**src/rtl/uart_sim_pkg.sv**
```systemverilog
// Shared types and constants for the simulation UART monitor.
package uart_sim_pkg;

  // Receive FSM states
  typedef enum logic [2:0] {
    IDLE  = 3'd0,
    START = 3'd1,
    DATA  = 3'd2,
    STOP  = 3'd3,
    BREAK = 3'd4
  } uart_rx_state_e;

  // End-of-test tokens, first character in the top byte
  localparam logic [31:0] PassToken = 32'h5041_5353;  // "PASS"
  localparam logic [31:0] FailToken = 32'h4641_494C;  // "FAIL"

  // Line terminators clear the match window
  localparam logic [7:0] LfByte = 8'h0A;
  localparam logic [7:0] CrByte = 8'h0D;

endpackage

```
**src/rtl/uart_sim_monitor_if.sv**
```systemverilog
// Serial input and decoded status outputs of the UART monitor.
// The monitor takes the slave side; the harness takes the master side.
interface uart_sim_monitor_if;
  logic        rx_i;
  logic [7:0]  byte_o;
  logic        byte_valid_o;
  logic        frame_err_o;
  logic [31:0] byte_count_o;
  logic        pass_o;
  logic        fail_o;

  modport slave  (input  rx_i,
                  output byte_o, byte_valid_o, frame_err_o, byte_count_o, pass_o, fail_o);
  modport master (output rx_i,
                  input  byte_o, byte_valid_o, frame_err_o, byte_count_o, pass_o, fail_o);
endinterface

```
**src/rtl/uart_sim_rx.sv**
```systemverilog
// 8N1 deserialiser: 2-flop synchroniser, start/data/stop FSM with baud and
// bit counters. Produces the received byte, a valid pulse and a framing-error
// pulse, each registered so they appear in the cycle after the stop sample.
module uart_sim_rx
  import uart_sim_pkg::*;
#(
  parameter int unsigned ClksPerBit = 48
) (
  input  logic       clk_i,
  input  logic       rst_ni,
  input  logic       rx_i,
  output logic [7:0] byte_o,
  output logic       byte_valid_o,
  output logic       frame_err_o
);

  localparam int unsigned CntW = $clog2(ClksPerBit);
  localparam logic [CntW-1:0] HalfCnt = CntW'(ClksPerBit / 2 - 1);
  localparam logic [CntW-1:0] FullCnt = CntW'(ClksPerBit - 1);

  logic [1:0]     sync_q;
  logic           rx_s;
  logic           rx_prev_q;
  uart_rx_state_e state_q, state_d;
  logic [CntW-1:0] baud_q, baud_d;
  logic [2:0]     bit_q, bit_d;
  logic [7:0]     shift_q, shift_d;
  logic [7:0]     byte_q, byte_d;
  logic           valid_q, valid_d;
  logic           ferr_q, ferr_d;

  assign rx_s = sync_q[1];

  // Synchroniser and previous-sample flop for falling-edge detection; idle high
  always_ff @(posedge clk_i or negedge rst_ni) begin
    if (!rst_ni) begin
      sync_q    <= 2'b11;
      rx_prev_q <= 1'b1;
    end else begin
      sync_q    <= {sync_q[0], rx_i};
      rx_prev_q <= rx_s;
    end
  end

  // FSM, counter and data registers
  always_ff @(posedge clk_i or negedge rst_ni) begin
    if (!rst_ni) begin
      state_q <= IDLE;
      baud_q  <= '0;
      bit_q   <= '0;
      shift_q <= '0;
      byte_q  <= '0;
      valid_q <= 1'b0;
      ferr_q  <= 1'b0;
    end else begin
      state_q <= state_d;
      baud_q  <= baud_d;
      bit_q   <= bit_d;
      shift_q <= shift_d;
      byte_q  <= byte_d;
      valid_q <= valid_d;
      ferr_q  <= ferr_d;
    end
  end

  // Next-state: the start bit is checked at half a bit so every later
  // sample falls mid-bit, one full bit period apart
  always_comb begin
    state_d = state_q;
    baud_d  = baud_q;
    bit_d   = bit_q;
    shift_d = shift_q;
    byte_d  = byte_q;
    valid_d = 1'b0;
    ferr_d  = 1'b0;
    unique case (state_q)
      IDLE: begin
        baud_d = '0;
        if (rx_prev_q && !rx_s) state_d = START;
      end
      START: begin
        if (baud_q == HalfCnt) begin
          baud_d  = '0;
          bit_d   = '0;
          state_d = rx_s ? IDLE : DATA;  // high here means a glitch
        end else begin
          baud_d = baud_q + CntW'(1);
        end
      end
      DATA: begin
        if (baud_q == FullCnt) begin
          baud_d  = '0;
          shift_d = {rx_s, shift_q[7:1]};  // LSB first
          if (bit_q == 3'd7) state_d = STOP;
          else               bit_d   = bit_q + 3'd1;
        end else begin
          baud_d = baud_q + CntW'(1);
        end
      end
      STOP: begin
        if (baud_q == FullCnt) begin
          baud_d = '0;
          if (rx_s) begin
            byte_d  = shift_q;
            valid_d = 1'b1;
            state_d = IDLE;
          end else begin
            ferr_d  = 1'b1;
            state_d = BREAK;
          end
        end else begin
          baud_d = baud_q + CntW'(1);
        end
      end
      BREAK: begin
        // A held-low line reports once, then waits for idle
        if (rx_s) state_d = IDLE;
      end
      default: state_d = IDLE;
    endcase
  end

  assign byte_o       = byte_q;
  assign byte_valid_o = valid_q;
  assign frame_err_o  = ferr_q;

endmodule

```
**src/rtl/uart_sim_monitor.sv**
```systemverilog
// Simulation UART monitor: receives 8N1 bytes, counts good bytes, and latches
// the first "PASS"/"FAIL" token seen in the stream.
// Optional macro UART_SIM_MONITOR_PRINT_EN echoes bytes and framing errors
// to the simulator console.
module uart_sim_monitor
  import uart_sim_pkg::*;
#(
  parameter int unsigned SysClkFreq = 45_000_000,
  parameter int unsigned BaudRate   = 921_600
) (
  input  logic                clk_i,
  input  logic                rst_ni,
  uart_sim_monitor_if.slave   bus
);

  localparam int unsigned ClksPerBit = SysClkFreq / BaudRate;

  if (ClksPerBit < 4) begin : g_bad_baud
    $fatal(1, "uart_sim_monitor: ClksPerBit must be at least 4");
  end

  logic [7:0]  rx_byte;
  logic        rx_valid;
  logic        rx_ferr;
  logic [31:0] cnt_q, cnt_d;
  logic [31:0] win_q, win_d;
  logic        pass_q, pass_d;
  logic        fail_q, fail_d;

  uart_sim_rx #(.ClksPerBit(ClksPerBit)) u_rx (
    .clk_i        (clk_i),
    .rst_ni       (rst_ni),
    .rx_i         (bus.rx_i),
    .byte_o       (rx_byte),
    .byte_valid_o (rx_valid),
    .frame_err_o  (rx_ferr)
  );

  // Count, window and sticky flag registers
  always_ff @(posedge clk_i or negedge rst_ni) begin
    if (!rst_ni) begin
      cnt_q  <= '0;
      win_q  <= '0;
      pass_q <= 1'b0;
      fail_q <= 1'b0;
    end else begin
      cnt_q  <= cnt_d;
      win_q  <= win_d;
      pass_q <= pass_d;
      fail_q <= fail_d;
    end
  end

  // Token matching uses the post-shift window so a flag is visible in the
  // cycle right after the valid pulse of the token's last character
  always_comb begin
    cnt_d  = cnt_q;
    win_d  = win_q;
    pass_d = pass_q;
    fail_d = fail_q;
    if (rx_valid) begin
      if (cnt_q != '1) cnt_d = cnt_q + 32'd1;
      if (rx_byte == LfByte || rx_byte == CrByte) win_d = '0;
      else                                        win_d = {win_q[23:0], rx_byte};
      if (!pass_q && !fail_q) begin
        if      (win_d == PassToken) pass_d = 1'b1;
        else if (win_d == FailToken) fail_d = 1'b1;
      end
    end
  end

`ifdef UART_SIM_MONITOR_PRINT_EN
  // Echo the byte stream and framing errors to the simulator console
  always @(posedge clk_i) begin
    if (rx_valid) $write("%c", rx_byte);
    if (rx_ferr) $display("*** UART framing error *** at time %t", $time);
  end
`endif

  assign bus.byte_o       = rx_byte;
  assign bus.byte_valid_o = rx_valid;
  assign bus.frame_err_o  = rx_ferr;
  assign bus.byte_count_o = cnt_q;
  assign bus.pass_o       = pass_q;
  assign bus.fail_o       = fail_q;

endmodule

```
**src/flat_wrapper.sv**
```systemverilog
// flat-port wrapper written by rule: the top's interface ports become plain ports
module uart_sim_monitor_flat import uart_sim_pkg::*;
#(
  parameter int unsigned SysClkFreq = 45_000_000,
  parameter int unsigned BaudRate   = 921_600
)
  (clk_i, rst_ni, bus_rx_i, bus_byte_o, bus_byte_valid_o, bus_frame_err_o, bus_byte_count_o, bus_pass_o, bus_fail_o);
  uart_sim_monitor_if bus_i ();
  input  logic clk_i;
  input  logic rst_ni;
  input wire logic [$bits(bus_i.rx_i)-1:0] bus_rx_i;
  output wire logic [$bits(bus_i.byte_o)-1:0] bus_byte_o;
  output wire logic [$bits(bus_i.byte_valid_o)-1:0] bus_byte_valid_o;
  output wire logic [$bits(bus_i.frame_err_o)-1:0] bus_frame_err_o;
  output wire logic [$bits(bus_i.byte_count_o)-1:0] bus_byte_count_o;
  output wire logic [$bits(bus_i.pass_o)-1:0] bus_pass_o;
  output wire logic [$bits(bus_i.fail_o)-1:0] bus_fail_o;
  assign bus_i.rx_i = bus_rx_i;
  assign bus_byte_o = bus_i.byte_o;
  assign bus_byte_valid_o = bus_i.byte_valid_o;
  assign bus_frame_err_o = bus_i.frame_err_o;
  assign bus_byte_count_o = bus_i.byte_count_o;
  assign bus_pass_o = bus_i.pass_o;
  assign bus_fail_o = bus_i.fail_o;
  uart_sim_monitor #(.SysClkFreq(SysClkFreq), .BaudRate(BaudRate)) u_core (.clk_i(clk_i), .rst_ni(rst_ni), .bus(bus_i));
endmodule
```
**config.mk**
```make
export PLATFORM = sky130hd
export DESIGN_NAME = uart_sim_monitor_flat
export DESIGN_NICKNAME = d
export VERILOG_FILES = /design/src/rtl/uart_sim_pkg.sv /design/src/rtl/uart_sim_monitor_if.sv /design/src/rtl/uart_sim_rx.sv /design/src/rtl/uart_sim_monitor.sv /design/src/flat_wrapper.sv
export SDC_FILE = /design/constraint.sdc
export NUM_CORES = 1
export LEC_CHECK = 0
export ABC_AREA = 1
export BUFFER_PORTS_ARGS = -buffer_cell sky130_fd_sc_hd__buf_2
export CORE_MARGIN = 2
export CORE_UTILIZATION = 59
export DETAILED_ROUTE_END_ITERATION = 8
export PLACE_DENSITY = 0.81
export SLEW_MARGIN = 15
export SYNTH_ARGS = -nofsm -noshare
export SYNTH_HDL_FRONTEND = slang
export SYNTH_SLANG_ARGS = --single-unit
```
**constraint.sdc**
```tcl
create_clock -name clk_i -period 2.4 [get_ports clk_i]
set_clock_uncertainty 0.2 [all_clocks]
set_input_delay 0.24 -clock clk_i [delete_from_list [all_inputs] [get_ports clk_i]]
set_output_delay 0.24 -clock clk_i [all_outputs]
set_load 0.005 [all_outputs]
```
==> results of run 1 <==
## per-layer routing
layer | vias to the layer above | track usage | routed length [um]
met1 | 1982 | 0.367 | 4800
li1 | 2108 | - | -
met3 | 19 | 0.0337 | 610
met2 | 127 | 0.428 | 5090
met5 | - | 0 | 0
met4 | 0 | 0.0833 | 194
## flip-flops by register name, indices dropped and copies added (netlist names)
register	flops
u_core.bus.byte_count_o	32
u_core.win_q	24
u_core.u_rx.byte_o	8
u_core.u_rx.shift_q	8
u_core.u_rx.baud_q	6
u_core.u_rx.bit_q	3
u_core.u_rx.state_q	3
u_core.u_rx.sync_q	2
u_core.bus.fail_o	1
u_core.bus.pass_o	1
u_core.u_rx.byte_valid_o	1
u_core.u_rx.frame_err_o	1
u_core.u_rx.rx_prev_q	1
## worst max path at each step
stage,start,to,slack [ps],cells past startpoint
6_report,u_core.bus.byte_count_o[0]$_DFFE_PN0P_,u_core.bus.byte_count_o[3]$_DFFE_PN0P_,210,9
5_1_grt,u_core.bus.byte_count_o[0]$_DFFE_PN0P_,u_core.bus.byte_count_o[19]$_DFFE_PN0P_,30,9
4_1_cts,u_core.bus.byte_count_o[0]$_DFFE_PN0P_,u_core.bus.byte_count_o[9]$_DFFE_PN0P_,210,9
3_5_place_dp,u_core.bus.byte_count_o[0]$_DFFE_PN0P_,u_core.bus.byte_count_o[9]$_DFFE_PN0P_,240,9
3_3_place_gp,u_core.bus.byte_count_o[0]$_DFFE_PN0P_,u_core.bus.byte_count_o[8]$_DFFE_PN0P_,320,9
2_1_floorplan,u_core.bus.byte_count_o[0]$_DFFE_PN0P_,u_core.bus.byte_count_o[15]$_DFFE_PN0P_,540,9
## cells by family (layout without fill, tap and decap cells)
group,Yosys count,in the layout
AO/OA/AOI/OAI,65,65
buffers and inverters,86,139
adder cells (fa/ha/maj),4,4
XOR/XNOR,21,21
flip-flops,91,91
AND/OR/NAND/NOR,376,376
## timing repair
item / in CTS / in global routing
endpoints found under the hold margin: 38 / 0
hold buffers: 2 / 0
setup endpoints to repair: 0 / 0
## cell usage after synthesis (2+ instances only)
cell type and count:
xor2_1 14, dfstp_2 3, xnor2_1 7, o21ai_2 4, ha_1 4, nor2_1 63
nand3b_1 3, o21ai_0 35, nand3_1 31, nor2_4 2, nand3_2 2, a21oi_1 10
dfrtp_1 88, or2_2 2, buf_2 6, clkbuf_1 6, buf_6 2, nand2_1 243
o21a_1 3, inv_1 71, nor3_1 22, nand2_4 2, o21ai_1 6, nand2_2 3
o22ai_1 6
## metrics by stage
stage	utilization	hold slack, ps
floorplan	-	-256
global placement	0.656	65.4
detailed placement	0.656	69.4
CTS	0.683	165
global route	0.683	171
finish	0.683	164
## power breakdown
group          total, W  internal, W  switching [W]  leakage [nW]
Clock           0.00101     0.000425       0.000580        0.0958
Combinational  0.000332     0.000109       0.000224          1.22
Sequential      0.00164      0.00159      0.0000486          1.25
## placed cells by master (no fill, tap or decap), types with 2 or more instances in the layout
master	synthesis	routed
nand2_1	243	243
dfrtp_1	88	88
inv_1	71	71
nor2_1	63	63
buf_2	6	45
o21ai_0	35	35
nand3_1	31	31
nor3_1	22	22
xor2_1	14	14
clkbuf_8	0	10
a21oi_1	10	9
xnor2_1	7	7
o21ai_1	6	6
o22ai_1	6	6
o21ai_2	4	4
ha_1	4	4
nand2_2	3	3
o21a_1	3	3
nand3b_1	3	3
inv_6	0	3
buf_4	0	3
dfstp_2	3	3
nand3_2	2	2
nor2_4	2	2
nand2_4	2	2
or2_2	2	2
dlygate4sd3_1	0	2
buf_12	0	2
## final cells by class
cell class              instances  area, um2  area share
repair buffers                 52        308      0.0577
flip-flops and latches         91       2280       0.428
clock inverters                 6       53.8      0.0101
inverters                      71        267      0.0500
multi-input cells             466       2160       0.405
clock buffers                  10        138      0.0258
well taps                     102        128      0.0239
==> impl_metrics.yaml, run 1 <==
placement:
  placed_area_um2: 5120
  dp.cells: 780
  portBuffers: 46
  place_hpwl_um: 7950
  pre_cts_slack_ps: 239
  gp_congestion: 0.919
cts:
  clk_latency_ps: 360
  clk_transition_reported_paths_ps: 90
  cts_sinks: 91
  cts_setup_buffers: 0
  htreeDepth: 3
  post_cts_resized: 0
  ctsRootBufferMaster: "clkbuf_8"
  numCtsBuffers: 9
  ctsLongestPathBuffers: 2
  cts_tree: "built"
timing:
  hold_viol: 0
  fin_crit_ps: 2190
  fin_tns_setup_ps: 0
  relSlewSlack: 0.628
  drv_slew: 0
  tightest_slew_ps: 559
  setup_viol: 0
  worst_slack_ps: 215
  period_share: 0.911
  rsz0062_at_grt: "no"
  timing.fmax_mhz: 458
global_route:
  grt_pass1_vias: 3936
  grt_usage: 0.263
  grt_max_degree: 43
  grt_pass1_wl_um: 18400
  grt-ovfl-total: 0
  antenna_found_initial: 0
synthesis:
  postSynthCellCount: 643
  yosysWarnings: 0
  ys_seq_elements: 91
  syn_avg_cell_area_um2: 7.45
  netlist_area_um2: 4790
  synthDistinctLibCells: 30
  synthArstFlopShare: 1.00
  yosysTopAreaCell: "dfrtp_1"
  synth_top_family_by_area: "simple AND/OR/NAND/NOR gates"
  synth_mux_area_frac: 0
  synth_xor_xnor_area_share: 0.0384
  synth_adder_area_share: 0.0104
  synth_top_cells_by_area: "dfrtp_1 (46%), nand2_1 (19%), inv_1 (5.6%)"
  synth_nets: 650
  synth_compound_area_frac: 0.0749
  yosys.area_share.simple: 0.326
  synth_edf_count: 0
  synth_flop_cell: "dfrtp_1"
  synth_top_area_share: 0.460
  ys_seq_area_frac: 0.476
power:
  p_per_area_nw_per_um2: 558
  finalPower_w: 0.00298
  power_leakage_nw: 2.57
  ir_drop_v: 0.000526
detailed_routing:
  drt_first_pass_iters: 6
  initialDrtViolationCount: 327
  routedWlPerCell_um: 13.4
  ant_nets: 0
  vias: 4236
  vias_per_cell: 5.31
  totalWireLength_um: 10700
  drc_errors: 0
setup_path:
  path_delay_family: "compound AO/OA/AOI/OAI gates"
  cp_num_buf_inv: 1
  worst_setup_path_end_kind: "register"
  r2r_end: "u_core.bus.byte_count_o[3]$_DFFE_PN0P_"
  cp.required_ps: 2490
  slowest_stage: "dfrtp_1"
  r2r_cells: 9
  critical_path.max_stage_delay_ps: 460
  path_class: "register to register"
  worstPathArrival_ps: 2270
  path_max_fanout: 20
  rr_startpoint: "u_core.bus.byte_count_o[0]$_DFFE_PN0P_"
  cp-start-kind: "register"
  rrSetupSlack_ps: 210
  path_cells: "ha_1 -> nand2_2 -> nor2_4 -> nand2_4 -> nor2_4 -> a21oi_2 -> buf_12 -> nand2_1 -> o21ai_1"
  cp_common_cell: "nor2_4"
cells_and_area:
  finish.instance_area_um2: 5330
  drive_gt1_frac: 0.126
  area_growth_pct: 11.3
  fin_cells: 798
  design.final.nets: 698
  n_antenna_cell: 0
  nFillCells: 669
hold_path:
  min_path_cells: 0
  worstHoldEndpoint: "u_core.u_rx.sync_q[1]$_DFF_PN1_"
  hp-class: "register to register"
  hold_path.startpoint: "u_core.u_rx.sync_q[0]$_DFF_PN1_"
floorplan:
  ioPinCount: 47
  core_um2: 7810
  start_util: 0.614
  fp.dieH_um: 94.1
  die_width_um: 94.1
  fp.dieArea_um2: 8860
  rows: 32
run:
  max-cap-violations: 0
status:
  status: "complete, no violations"
Note: power is estimated with default switching activity, not from simulation.
==> inputs of run 2 (changes only) <==
- GPL_TIMING_DRIVEN: unset -> 0
==> run 2 against run 1 <==
Sequential power about the same. Total power up 1.9%. Clock power up 5%. First-iteration DRC count down 2.4%. Sequential cell count unchanged. Combinational power about the same. Core utilization up 0.85 points. Register-to-register slack better by 20 ps. Critical path depth up 1. Global-route usage up 1.6 points. Cell area up 1.2%. Largest power group unchanged. Highest routed layer unchanged.
==> impl_metrics.yaml, run 2 (synthesis results as in run 1) <==
status:
  status: "complete, no violations"
cells_and_area:
  utilization: 0.692
  design.final.nets: 710
  drive_gt1_frac: 0.130
  most-common-layout-cells: "nand2_1 (243), dfrtp_1 (88), inv_1 (71)"
  area_growth_pct: 12.7
  largest_reg_flops: 32
  n_antenna_cell: 0
  nFillCells: 684
  final_common_cell: "nand2_1"
placement:
  portBuffers: 46
  gp_congestion: 0.952
  place_hpwl_um: 8450
detailed_routing:
  routedWlPerCell_um: 14.0
  vias_per_cell: 5.27
  initialDrtViolationCount: 319
  drc_errors: 0
  ant_nets: 0
  drt_first_pass_iters: 5
  totalWireLength_um: 11300
  vias: 4271
setup_path:
  cp.required_ps: 2460
  worst_setup_path_end_kind: "register"
  cp-start-kind: "register"
  path_class: "register to register"
  worstPathArrival_ps: 2220
  path_max_fanout: 7
global_route:
  grt_pass1_wl_um: 19300
  antenna_found_initial: 0
  grt_usage: 0.278
  gr-usage-met2: 0.439
  grt.met1_usage: 0.394
  grt-ovfl-total: 0
  grt_pass1_vias: 4146
  top_usage_layer: "met2"
  grt_max_degree: 52
  use_met3: 0.0449
timing:
  period_share: 0.902
  hold_viol: 0
  fin_crit_ps: 2170
  timing.fmax_mhz: 462
  drv_slew: 0
  setup_viol: 0
  relSlewSlack: 0.640
  fin_tns_setup_ps: 0
  tightest_slew_ps: 541
  rsz0062_at_grt: "no"
power:
  ir_drop_v: 0.000583
  power_leakage_nw: 2.62
  p_per_area_nw_per_um2: 562
cts:
  htreeDepth: 3
  ctsLongestPathBuffers: 2
  post_cts_resized: 0
  clk_latency_ps: 360
  cts_sinks: 91
  numCtsBuffers: 9
  clk_transition_reported_paths_ps: 90
  cts_tree: "built"
  ctsRootBufferMaster: "clkbuf_8"
floorplan:
  start_util: 0.614
  ioPinCount: 47
  rows: 32
  fp.dieH_um: 94.1
  fp.dieArea_um2: 8860
  core_um2: 7810
  die_width_um: 94.1
run:
  max-cap-violations: 0
hold_path:
  hp-class: "register to register"
[run 2: changes by cell type in the layout (fill, tap and decap cells not counted), moves of 2 or more]
cell / before / now
clkbuf_1: 0 / 7
buf_4: 3 / 1
inv_6: 3 / 1
buf_2: 45 / 51
buf_12: 2 / 0
buf_6: 0 / 2
[run 2: area by class of cell]
cell class | instances | area (um2) | area share
Tap cell | 102 | 128 | 0.0236
Multi-Input combinational cell | 466 | 2150 | 0.399
Sequential cell | 91 | 2280 | 0.422
Buffer | 15 | 90.1 | 0.0167
Timing Repair Buffer | 49 | 280 | 0.0519
Clock buffer | 10 | 128 | 0.0236
Clock inverter | 6 | 71.3 | 0.0132
Inverter | 71 | 267 | 0.0494
[run 2: layer usage]
metal | routed length, um | up-vias
li1 | - | 2127
met1 | 5270 | 2002
met2 | 5290 | 125
met3 | 560 | 17
met4 | 201 | 0
met5 | 0 | -
[run 2: path summary, 6_finish.rpt]
| kind | start | to | slack, ps | cells after the start |
|---|---|---|---|---|
| min in group asynchronous | rst_ni | u_core.bus.byte_count_o[10]$_DFFE_PN0P_ | 200 | 2 |
| worst max register to register | u_core.bus.byte_count_o[0]$_DFFE_PN0P_ | u_core.bus.byte_count_o[30]$_DFFE_PN0P_ | 230 | 10 |
| worst min-delay path | u_core.u_rx.sync_q[0]$_DFF_PN1_ | u_core.u_rx.sync_q[1]$_DFF_PN1_ | 160 | 0 |
| max in group asynchronous | rst_ni | u_core.u_rx.sync_q[1]$_DFF_PN1_ | 1110 | 3 |
| worst min register to register | u_core.u_rx.sync_q[0]$_DFF_PN1_ | u_core.u_rx.sync_q[1]$_DFF_PN1_ | 160 | 0 |
| worst max-delay path | u_core.bus.byte_count_o[0]$_DFFE_PN0P_ | u_core.bus.byte_count_o[30]$_DFFE_PN0P_ | 230 | 10 |
[run 2: repair_timing]
item,CTS,global route
hold buffers,2,0
buffers inserted,0,0
endpoints found under the hold margin,41,0
endpoints found under the setup margin,0,0
[run 2: through the flow]
stage	area, um2	cells	worst slack, ps	hold WS, ps	total power (W)
6_report	5400	810	235	162	0.00303
5_1_grt	5400	810	85.1	168	0.00317
4_1_cts	5400	810	231	167	0.00305
3_5_place_dp	5180	792	265	58.0	0.00199
3_3_place_gp	5150	791	88.5	146	0.00196
2_1_floorplan	4790	643	544	-256	0.00189
[run 2: critical path: stages (launching register included)]
cell and delay [ps]:
dfrtp_1 480, ha_1 290, nand2_2 130, nor3_4 300, inv_1 70, nor2_1 300
nand2_1 90, nand2_1 60, nand2_1 50, nand2_1 50, nand2_1 40
[run 2: power by group]
part | switching [W] | internal (W)
clock network | 0.000570 | 0.000493
logic | 0.000224 | 0.000107
registers | 0.0000482 | 0.00159
total | 0.000842 | 0.00219
